===== src/rtl/reg_write_arbiter.sv =====
`default_nettype none
// ============================================================================
// Module      : reg_write_arbiter
// Description : Round-robin arbiter that shares one N-bit register between
//               NREQ writers through a request/ack handshake. The winning
//               word is presented on reg_d with reg_we high for exactly one
//               cycle. A locked requester may burst up to MAX_BURST
//               back-to-back writes. The post-write register value is
//               returned on rdata together with ack.
// Ports       : clk    - clock, rising edge
//               reset  - asynchronous, active-low reset
//               req    - per-requester write request (level)
//               lock   - per-requester burst hold (honoured for the owner only)
//               wdata  - write data, requester i on bits [i*N +: N]
//               gnt    - one-hot grant, high through WRITE and ACK
//               ack    - one-cycle completion pulse for the owner
//               rdata  - register value after the write, valid with ack
//               busy   - high in WRITE or ACK
//               reg_d  - register data input
//               reg_we - register write enable
//               reg_q  - register output
// Revision    : 1.0 - initial release
// ============================================================================
module reg_write_arbiter #(
    parameter int N         = 32,
    parameter int NREQ      = 4,
    parameter int MAX_BURST = 4
) (
    input  logic              clk,
    input  logic              reset,
    input  logic [NREQ-1:0]   req,
    input  logic [NREQ-1:0]   lock,
    input  logic [NREQ*N-1:0] wdata,
    output logic [NREQ-1:0]   gnt,
    output logic [NREQ-1:0]   ack,
    output logic [N-1:0]      rdata,
    output logic              busy,
    output logic [N-1:0]      reg_d,
    output logic              reg_we,
    input  logic [N-1:0]      reg_q
);

    localparam int c_IDX_W = (NREQ > 1) ? $clog2(NREQ) : 1;
    localparam int c_CNT_W = $clog2(MAX_BURST + 1);

    typedef enum logic [1:0] {
        ST_IDLE  = 2'd0,
        ST_WRITE = 2'd1,
        ST_ACK   = 2'd2
    } state_t;

    state_t               r_state;
    state_t               w_state_nxt;
    logic [NREQ-1:0]      r_gnt;
    logic [c_IDX_W-1:0]   r_owner;      // current winner; doubles as "last" pointer
    logic [c_CNT_W-1:0]   r_burst_cnt;
    logic [N-1:0]         r_reg_d;

    logic [N-1:0]         w_lane [NREQ];
    logic [c_IDX_W-1:0]   w_scan_idx;
    logic [c_IDX_W-1:0]   w_winner;
    logic                 w_found;
    logic                 w_keep;
    logic                 w_grant_new;
    logic                 w_continue;
    logic                 w_release;

    // Split the flat write-data bus into per-requester words.
    generate
        for (genvar gi = 0; gi < NREQ; gi++) begin : g_lane
            assign w_lane[gi] = wdata[gi*N +: N];
        end
    endgenerate

    // Round-robin scan starting just after the previous winner.
    always_comb begin
        w_found    = 1'b0;
        w_winner   = r_owner;
        w_scan_idx = r_owner;
        for (int k = 1; k <= NREQ; k++) begin
            w_scan_idx = c_IDX_W'((int'(r_owner) + k) % NREQ);
            if (!w_found && req[w_scan_idx]) begin
                w_found  = 1'b1;
                w_winner = w_scan_idx;
            end
        end
    end

    // The owner keeps the grant only while it still asks for it, holds lock,
    // and has burst budget left.
    assign w_keep = lock[r_owner] && req[r_owner] &&
                    (r_burst_cnt < c_CNT_W'(MAX_BURST));

    always_ff @(posedge clk or negedge reset) begin
        if (!reset) begin
            r_state <= ST_IDLE;
        end else begin
            r_state <= w_state_nxt;
        end
    end

    always_comb begin
        w_state_nxt = r_state;
        w_grant_new = 1'b0;
        w_continue  = 1'b0;
        w_release   = 1'b0;
        case (r_state)
            ST_IDLE: begin
                if (w_found) begin
                    w_state_nxt = ST_WRITE;
                    w_grant_new = 1'b1;
                end
            end
            ST_WRITE: begin
                w_state_nxt = ST_ACK;
            end
            ST_ACK: begin
                if (w_keep) begin
                    w_state_nxt = ST_WRITE;
                    w_continue  = 1'b1;
                end else begin
                    w_state_nxt = ST_IDLE;
                    w_release   = 1'b1;
                end
            end
            default: begin
                w_state_nxt = ST_IDLE;
                w_release   = 1'b1;
            end
        endcase
    end

    // Grant, pointer, burst counter and the latched write word. reg_d is
    // captured only when entering WRITE so later wdata changes cannot leak in.
    always_ff @(posedge clk or negedge reset) begin
        if (!reset) begin
            r_gnt       <= '0;
            r_owner     <= c_IDX_W'(NREQ - 1);
            r_burst_cnt <= '0;
            r_reg_d     <= '0;
        end else if (w_grant_new) begin
            r_gnt       <= NREQ'(1) << w_winner;
            r_owner     <= w_winner;
            r_burst_cnt <= c_CNT_W'(1);
            r_reg_d     <= w_lane[w_winner];
        end else if (w_continue) begin
            r_burst_cnt <= r_burst_cnt + c_CNT_W'(1);
            r_reg_d     <= w_lane[r_owner];
        end else if (w_release) begin
            r_gnt       <= '0;
            r_burst_cnt <= '0;
        end
    end

    assign gnt    = r_gnt;
    assign busy   = (r_state != ST_IDLE);
    assign reg_we = (r_state == ST_WRITE);
    assign reg_d  = r_reg_d;
    // In ACK the register has already captured the word, so reg_q is the
    // post-write value.
    assign ack    = (r_state == ST_ACK) ? r_gnt : '0;
    assign rdata  = (r_state == ST_ACK) ? reg_q : '0;

endmodule
`default_nettype wire


===== config.mk =====
export PLATFORM = sky130hd
export DESIGN_NAME = reg_write_arbiter
export DESIGN_NICKNAME = d
export VERILOG_FILES = /design/src/rtl/reg_write_arbiter.sv
export SDC_FILE = /design/constraint.sdc
export NUM_CORES = 1
export LEC_CHECK = 0
export BUFFER_PORTS_ARGS = -buffer_cell sky130_fd_sc_hd__buf_2
export CORE_ASPECT_RATIO = 0.8
export CORE_MARGIN = 2
export CORE_UTILIZATION = 45
export DETAILED_ROUTE_END_ITERATION = 10
export GPL_ROUTABILITY_DRIVEN = 0
export PLACE_DENSITY = 0.82
export SLEW_MARGIN = 25
export SYNTH_ARGS = -nofsm -noshare
export SYNTH_HDL_FRONTEND = slang
export SYNTH_SLANG_ARGS = --single-unit

===== constraint.sdc =====
create_clock -name clk -period 2.74 [get_ports clk]
set_clock_uncertainty 0.2 [all_clocks]
set_input_delay 0.548 -clock clk [delete_from_list [all_inputs] [get_ports clk]]
set_output_delay 0.548 -clock clk [all_outputs]
set_load 0.01 [all_outputs]

==> impl_metrics.tcl <==
set metrics [dict create \
    async_reset_ff_frac 1.00 \
    post_cts_buffers 0 \
    synth-edff-count 0 \
    grt_max_degree 77 \
    synth.cell_area_um2 4110 \
    period_minus_slack_ns 2.46 \
    io_pins 244 \
    fmaxAchievable_ghz 0.407 \
    slowest_delay_ns 0.60 \
    core_area_um2 8960 \
    layout.nets 754 \
    routed-via-count 4095 \
    end_kind "flip-flop" \
    slowest_stage "dfstp_2" \
    n_fill_cell 748 \
    cts_inserted_buffers 5 \
    multi_input_area_um2 2820 \
    setup_viol 0 \
    cts_resized 0 \
    synth_common_cells "mux2i_1 (69), dfrtp_1 (41), and2_1 (40)" \
    power_density_nw_per_um2 1010 \
    cp_max_fo 36 \
    hold_viol 0 \
    layout-drive-gt1-share 0.560 \
    relSlewSlack 0.613 \
    r2r-start "r_owner[0]" \
    drtIter0Drc 206 \
    pwr-share-comb 0.689 \
    antenna_found_initial 0 \
    clock_tree.root_cell "clkbuf_16" \
    grt-ovfl-total 0 \
    critPathKind "reg2reg" \
    clk_latency_ns 0.28 \
    cts_sinks 43 \
    post-route-drc-count 0 \
    hold_class "in2async" \
    finalPower_uw 5670 \
    worst-path-buf-inv 2 \
    regArea_um2 1080 \
    row_count 31 \
    start_util 0.459 \
    grt_pass1_vias 4085 \
    netSwitchingFraction 0.442 \
    antenna_cells 0 \
    tns_ns 0 \
    cp-start-kind "flip-flop" \
    post-route-period-util 0.897 \
    slew_viol_final 0 \
    seq_area_frac_synth 0.262 \
    yosys_warnings 0 \
    ys_types 38 \
    drv_cap 0 \
    cts_tree "done" \
    dieWidth_um 111 \
    share_seq_of_total_power 0.209 \
    synth_most_common_cell "mux2i_1" \
    ant_nets 0 \
    path_clk_slew_ns 0.07 \
    grt_usage 0.252 \
    p_int_uw 3160 \
    r2r_end "reg_d[0]" \
    clkPwrFrac 0.102 \
    port_buffers 243 \
    drt-vias-per-instance 5.86 \
    worstPathArrival_ns 2.43 \
    crit_chain "inv_2 > mux4_2 > nor3b_4 > buf_12 > mux2i_1 > a221oi_1" \
    netlist.area_leader.share 0.249 \
    p_leak_uw 0.00256 \
    syn_to_final_growth_pct 35.9 \
    dr.pass1.iters 5 \
    synth_ff_type "dfrtp_1" \
    cts_buffer_depth 2 \
    hpwl_um 9800 \
    wl_um 13100 \
    rrSetupSlack_ns 0.28 \
    p_sw_uw 2510 \
    hold_buffers 0 \
    run_status "finished, final reports clean" \
    r2r_cells 6 \
    wl_per_cell_um 18.7 \
    rsz0062_at_grt "false" \
    synth-seq-cells 43 \
    die_area_um2 9930 \
    h-tree-depth 2 \
    synth.top_cells.by_area "dfrtp_1 (25%), mux4_2 (18%), mux2i_1 (17%)" \
    syn_nets 528 \
    cp.required_ns 2.71 \
    grt_first_pass_wirelength_um 20200 \
    yosys.area.top_type "dfrtp_1" \
    postSynthCellCount 357 \
    syn_avg_cell_area_um2 11.5 \
    crit_family "flip-flops" \
    die_y_um 89.5 \
    tightest_slew_ns 0.565 \
    peakVddDrop_mv 0.619 \
]
## flip-flops by register name, indices dropped and copies added, names as in the netlist
signal and flops:
r_burst_cnt 3, r_state 2, reg_d 32, gnt 4, r_owner 2
## cell families (layout without fill, tap and decap cells)
logic type	count (synthesis)	in the layout	synth area share
compound gates	72	72	0.186
buf+inv	41	268	0.0569
mux	102	102	0.349
flops	43	43	0.262
fa+ha+maj	1	1	0.00304
simple gates	98	98	0.144
## area by class of cell
type / count / share of cell area
multi-input cells: 273 / 0.505
repair buffers: 258 / 0.251
flip-flops and latches: 43 / 0.193
well taps: 115 / 0.0257
clock buffers: 8 / 0.0244
inverters: 2 / 0.00134
## cell usage in the layout, fill, tap and decap left out
cell type | netlist | layout
buf_2 | 14 | 243
mux2i_1 | 69 | 69
dfrtp_1 | 41 | 41
and2_1 | 40 | 40
mux4_2 | 33 | 33
nor2b_1 | 31 | 31
a2111oi_0 | 28 | 28
a221oi_2 | 22 | 22
nand2_1 | 11 | 11
buf_4 | 1 | 9
a221oi_1 | 6 | 6
buf_12 | 2 | 6
clkbuf_16 | 0 | 5
o221ai_1 | 4 | 4
a22o_1 | 4 | 4
nor2_1 | 3 | 3
a21oi_1 | 3 | 3
clkbuf_1 | 16 | 3
nand2b_1 | 2 | 2
or2_2 | 1 | 2
o2bb2ai_1 | 2 | 2
dfstp_2 | 2 | 2
or2_1 | 2 | 1
a21o_1 | 1 | 1
nand3b_1 | 1 | 1
nor3_1 | 2 | 1
a31oi_4 | 1 | 1
nor4_1 | 1 | 1
nor3b_1 | 1 | 1
nor3_2 | 0 | 1
inv_1 | 1 | 1
inv_2 | 1 | 1
nor3b_4 | 0 | 1
or3_1 | 1 | 1
nor4_4 | 0 | 1
o21ai_0 | 1 | 1
ha_1 | 1 | 1
## worst max path at each step
stage	end	cells after the start	from
2_1_floorplan	reg_d[10]	5	r_owner[0]
3_3_place_gp	reg_d[0]	7	req[3]
3_5_place_dp	reg_d[28]	7	req[3]
4_1_cts	reg_d[28]	6	r_owner[0]
5_1_grt	reg_d[15]	5	r_state[1]
6_report	reg_d[0]	6	r_owner[0]
## layer usage
metal | vias up | GRT usage | share of wire
met5 | - | 0 | 0
met4 | 0 | 0.0932 | 0.018
met3 | 22 | 0.0631 | 0.069
met2 | 188 | 0.432 | 0.51
met1 | 2006 | 0.314 | 0.41
li1 | 1879 | - | -
## worst register-to-register path: stages (launching register included)
cell and delay [ns]:
dfstp_2 0.60, inv_2 0.07, mux4_2 0.47, nor3b_4 0.26, buf_12 0.28, mux2i_1 0.18, a221oi_1 0.29
## power groups by stage
stage | registers, uW | clock network [uW] | logic [uW]
after global placement | 1180 | 0 | 3790
after CTS | 1180 | 595 | 3930
final | 1190 | 579 | 3900
after floorplan | 1250 | 0 | 2700
after detailed placement | 1190 | 0 | 3940
after global routing | 1220 | 618 | 4250
## metrics by stage
| stage | util | hold slack (ns) | area, um^2 | setup WS, ns | std cells |
|---|---|---|---|---|---|
| 6_report | 0.624 | 0.0586 | 5590 | 0.282 | 699 |
| 4_1_cts | 0.624 | 0.0731 | 5590 | 0.285 | 699 |
| 5_1_grt | 0.624 | 0.0930 | 5590 | 0.0989 | 699 |
| 2_1_floorplan | - | 0.0524 | 4110 | 0.440 | 357 |
| 3_3_place_gp | 0.609 | 0.288 | 5460 | 0.303 | 691 |
| 3_5_place_dp | 0.609 | 0.306 | 5460 | 0.177 | 691 |
Power figures use the tool's default switching activity.
